`src/rtl/hazard_scheduler.sv`:
```
// hazard_scheduler
//
// Hazard detection and forwarding control for a 5-stage pipeline, plus the
// sequencing FSM of a multi-cycle multiply/divide (MD) unit.
//
// Parameters
//   MD_CYCLES   MD unit latency in clocks (2..31)
//
// Ports
//   clk, reset                      clock, synchronous active-high reset
//   rsd, rtd                        decode-stage source registers
//   rse, rte                        execute-stage source registers
//   writerege/m/w, regwritee/m/w    destination register and write enable per stage
//   memtorege, memtoregm            load flags in EX and MEM
//   branchd, pcsrcd                 decode branch, branch taken
//   mdstartd, mdused                decode starts an MD op / reads HI/LO
//   stallf, stalld, flushe, flushd  pipeline hold / bubble / clear controls
//   forwardad, forwardbd            branch comparator forward from MEM
//   forwardae, forwardbe            ALU operand select (00 RF, 01 WB, 10 MEM)
//   mdbusy, mddone, mdcount         MD unit status
//
// Configuration
//   BRANCH_FORWARD_EN  when defined, branch operands are forwarded from MEM
//                      instead of stalling on a MEM-stage ALU result.

module hazard_scheduler #(
    parameter int MD_CYCLES = 8
) (
    input  logic       clk,
    input  logic       reset,
    input  logic [4:0] rsd,
    input  logic [4:0] rtd,
    input  logic [4:0] rse,
    input  logic [4:0] rte,
    input  logic [4:0] writerege,
    input  logic [4:0] writeregm,
    input  logic [4:0] writeregw,
    input  logic       regwritee,
    input  logic       regwritem,
    input  logic       regwritew,
    input  logic       memtorege,
    input  logic       memtoregm,
    input  logic       branchd,
    input  logic       pcsrcd,
    input  logic       mdstartd,
    input  logic       mdused,
    output logic       stallf,
    output logic       stalld,
    output logic       flushe,
    output logic       flushd,
    output logic       forwardad,
    output logic       forwardbd,
    output logic [1:0] forwardae,
    output logic [1:0] forwardbe,
    output logic       mdbusy,
    output logic       mddone,
    output logic [4:0] mdcount
);

    typedef enum logic [1:0] {
        IDLE = 2'd0,
        BUSY = 2'd1,
        DONE = 2'd2
    } md_state_t;

    localparam logic [4:0] RELOAD = 5'(MD_CYCLES - 1);

    md_state_t  state;
    md_state_t  next_state;
    logic [4:0] count;
    logic [4:0] next_count;

    logic lwstall;
    logic branchstall;
    logic mdstall;
    logic stall;
    logic mdstart_ok;
    logic ex_hit;
    logic memload_hit;

    // ALU operand forwarding: the MEM result is newer than the WB result, so
    // it wins when both stages write the same register. Register 0 is never
    // forwarded.
    always_comb begin
        forwardae = 2'b00;
        if (rse != 5'd0 && rse == writeregm && regwritem)
            forwardae = 2'b10;
        else if (rse != 5'd0 && rse == writeregw && regwritew)
            forwardae = 2'b01;

        forwardbe = 2'b00;
        if (rte != 5'd0 && rte == writeregm && regwritem)
            forwardbe = 2'b10;
        else if (rte != 5'd0 && rte == writeregw && regwritew)
            forwardbe = 2'b01;
    end

    assign lwstall = memtorege && regwritee && writerege != 5'd0 &&
                     (writerege == rsd || writerege == rtd);

    // A branch resolved in decode needs its operands now: anything still in
    // EX, or a load still in MEM, cannot be supplied in time.
    assign ex_hit      = regwritee && writerege != 5'd0 &&
                         (writerege == rsd || writerege == rtd);
    assign memload_hit = memtoregm && writeregm != 5'd0 &&
                         (writeregm == rsd || writeregm == rtd);

`ifdef BRANCH_FORWARD_EN
    assign forwardad   = rsd != 5'd0 && rsd == writeregm && regwritem;
    assign forwardbd   = rtd != 5'd0 && rtd == writeregm && regwritem;
    assign branchstall = branchd && (ex_hit || memload_hit);
`else
    // Without the MEM->decode path, any MEM-stage result the branch reads
    // must also wait a cycle.
    logic mem_hit;
    assign mem_hit     = regwritem && writeregm != 5'd0 &&
                         (writeregm == rsd || writeregm == rtd);
    assign forwardad   = 1'b0;
    assign forwardbd   = 1'b0;
    assign branchstall = branchd && (ex_hit || memload_hit || mem_hit);
`endif

    // Reading HI/LO or issuing a new MD op must wait while the unit runs.
    assign mdstall    = (state == BUSY) && (mdused || mdstartd);
    assign stall      = lwstall || branchstall || mdstall;
    assign stallf     = stall;
    assign stalld     = stall;
    assign flushe     = stall;
    assign flushd     = pcsrcd && !stall;
    assign mdstart_ok = mdstartd && !stall;

    // MD state and remaining-cycle count; reset aborts any op in flight.
    always_ff @(posedge clk) begin
        if (reset) begin
            state <= IDLE;
            count <= 5'd0;
        end else begin
            state <= next_state;
            count <= next_count;
        end
    end

    // Next-state logic. The count is only non-zero in BUSY, so it can drive
    // mdcount directly. A start accepted in DONE reloads without an IDLE gap.
    always_comb begin
        next_state = state;
        next_count = count;
        case (state)
            IDLE: begin
                if (mdstart_ok) begin
                    next_state = BUSY;
                    next_count = RELOAD;
                end
            end
            BUSY: begin
                if (count == 5'd0) begin
                    next_state = DONE;
                    next_count = 5'd0;
                end else begin
                    next_count = count - 5'd1;
                end
            end
            DONE: begin
                if (mdstart_ok) begin
                    next_state = BUSY;
                    next_count = RELOAD;
                end else begin
                    next_state = IDLE;
                    next_count = 5'd0;
                end
            end
            default: begin
                next_state = IDLE;
                next_count = 5'd0;
            end
        endcase
    end

    assign mdbusy  = (state == BUSY);
    assign mddone  = (state == DONE);
    assign mdcount = count;

endmodule

```
`config.mk`:
```
export PLATFORM = sky130hd
export DESIGN_NAME = hazard_scheduler
export DESIGN_NICKNAME = d
export VERILOG_FILES = /design/src/rtl/hazard_scheduler.sv
export SDC_FILE = /design/constraint.sdc
export NUM_CORES = 1
export LEC_CHECK = 0
export BUFFER_PORTS_ARGS = -buffer_cell sky130_fd_sc_hd__buf_4
export CAP_MARGIN = 20
export CORE_ASPECT_RATIO = 0.75
export CORE_MARGIN = 2
export CORE_UTILIZATION = 42
export DETAILED_ROUTE_END_ITERATION = 12
export PLACE_DENSITY = 0.76
export SYNTH_ARGS = -nofsm -noshare
export SYNTH_HDL_FRONTEND = slang
export SYNTH_SLANG_ARGS = --single-unit
```
`constraint.sdc`:
```
create_clock -name clk -period 2.2 [get_ports clk]
set_clock_uncertainty 0.15 [all_clocks]
set_input_delay 0.22 -clock clk [delete_from_list [all_inputs] [get_ports clk]]
set_output_delay 0.22 -clock clk [all_outputs]
set_load 0.02 [all_outputs]
```
==> out/metrics.csv <==
metric,value,unit
status,completed,
top cell type's share of synthesized area,21.27,%
Die Ht,46.02,um
quantity of I/O buffers inserted on ports,60,
Async SR Flop Fraction,0,%
Post-Synthesis Cells,125,
initial antenna violation count,0,
global placement routability congestion,0.8346,
post-CTS setup buffer count,0,
R2R Path End,mdcount[1],
fin. max-slew vios,0,
Pleak,0.0006298,uW
CP Launch Type,primary input,
area delta synth->final,45.70,%
most frequent cell after synthesis,xor2_1,
Synth area leaders,"xor2_1 21%, dfxtp_1 14%, xnor2_1 14%",
HPWL Detailed,2.441,mm
synth cell count leaders,"24 x xor2_1, 16 x xnor2_1, 11 x nor2_1, 7 x dfxtp_1",
CTS buffer count,3,
WP data required,1.83,ns
CTS Hold Bufs,0,
Chip Width,60.02,um
min cycle time layout,2.067,ns
number of enable flip-flop cells after synthesis,0,
RSZ-0062 raised after global routing,no,
worst hold slack,0.02949,ns
worst-case reg-to-reg path depth,7,
layout cells sized above 1,38.33,%
I/O pins,63,
final net count,228,
power density cells,462.0,nW/um2
"reg-to-reg slack, setup",0.21,ns
number of global-route vias before repair,1039,
CTS tree,built,
fin crit share,93.94,%
Hold WC Path Type,primary input to flip-flop,
First-pass DRT Iterations,4,
type of the worst setup path,primary input to output pin,
clock root cell,clkbuf_4,
"Max FO, Critical Path",7,
worst path arrival time,1.70,ns
wire per inst,13.02,um
row count,15,
H-tree levels,1,
first-pass GRT wire length,4.519,mm
total core area,2271,um2
clock-pin slew on the worst setup and hold paths,0.05,ns
Clock Latency Late Sink,0.26,ns
hold violation count in the final report,0,
ant diodes,0,
Die ar.,2762,um2
Syn Std Cell Area,988.4,um2
CTS max path bufs,2,
Via density,5.145,
WL final,2.786,mm
CP startpoint,writerege[1],
CTS sink count,7,
Final Core Density,63.42,%
Avg Synthesized Cell Area,7.908,um2
Worst Setup EP,flushd,
Synth warnings,0,
critical path endpoint category,output pin,
total vias in the final route,1101,
dominant cell type by area after synthesis,xor2_1,
max-cap violations,0,
Final setup viols,0,
global route total overflow,0,
Yosys reg bits,7,
RR Startpoint,mdcount[0],
starting density of the core,43.53,%
Remaining DRCs,0,
Post-CTS Resized,0,
Yosys cell types,33,
Worst Hold Depth,2,
Final TNS setup,0,ns
Global Route Usage Sum,21.83,%
register area share after synthesis,14.18,%
1st-iter DRT viols,30,
fmax,483.9,MHz
"Top FF cell, synth",dfxtp_1,
Antenna Violating Nets Remaining,0,
VDD IR-drop max,0.0002946,V
largest net degree at the start of global routing,9,
-- registers in the layout (all words and copies together) (netlist names) --
signal / cells
mdcount: 5
state: 2
-- power breakdown --
group	internal, uW	leakage (uW)	switching [uW]
Combinational	182	0.000557	193
Clock	69.6	0.0000150	53.5
Sequential	145	0.0000577	22.7
Total	396	0.000630	269
-- layer usage --
metal	GRT usage, %	vias to the layer above	wire length, um
li1	-	549	-
met1	27.56	500	1162
met2	37.61	50	1409
met3	5.682	2	205
met4	4.444	0	7
met5	0	-	0
-- kinds of logic after synthesis --
group	after synthesis	share of synthesized area [%]
AOI/OAI and AO/OA	22	18.10
xor gates and xnor gates	40	35.44
adders and majority gates	1	1.266
buffers and inverters	15	9.113
DFF	7	14.18
other	1	0.3794
and+or+nand+nor	39	21.52
-- critical path, cell delays in order --
cell and delay, ns:
buf_4 0.12, or4_1 0.52, o221ai_1 0.31, o22a_4 0.23, and3_1 0.16, buf_4 0.13
-- cell usage in the layout, fill, tap and decap left out, drive strengths merged, types with 5 or more instances in the layout --
cell | synthesis | final
inv | 5 | 5
nand2 | 5 | 5
buf | 9 | 60
xnor2 | 16 | 16
nor2 | 11 | 11
dfxtp | 7 | 7
xor2 | 24 | 24
a21oi | 5 | 5
nor4 | 5 | 5
nor3 | 5 | 5
-- metrics by stage --
| step | area [um2] | worst slack [ns] | total power [uW] | cells |
|---|---|---|---|---|
| finish | 1440 | 0.1333 | 665.4 | 214 |
| global route | 1440 | 0.04698 | 710.8 | 214 |
| CTS | 1440 | 0.1407 | 665.2 | 214 |
| detailed placement | 1414 | 0.1487 | 542.6 | 210 |
| global placement | 1414 | 0.2011 | 536.1 | 210 |
| floorplan | 992.2 | 0.1026 | 394.3 | 126 |
-- worst min-delay path by stage --
stage | end | slack [ns] | startpoint
floorplan | mdcount[4] | 0.17 | mdstartd
finish | mdcount[1] | 0.03 | reset
global route | mdcount[1] | 0.04 | reset
global placement | mdcount[1] | 0.29 | reset
CTS | mdcount[1] | 0.03 | reset
detailed placement | mdcount[1] | 0.30 | reset
-- cell type report --
cell class | count | area, um2
Inverter | 5 | 18.77
Clock buffer | 4 | 26.28
Fill cell | 197 | 830.8
Tap cell | 34 | 42.54
Sequential cell | 7 | 140.1
Timing Repair Buffer | 60 | 450.4
Multi-Input combinational cell | 104 | 762.0
No activity file was read; power rests on OpenSTA's default activity.
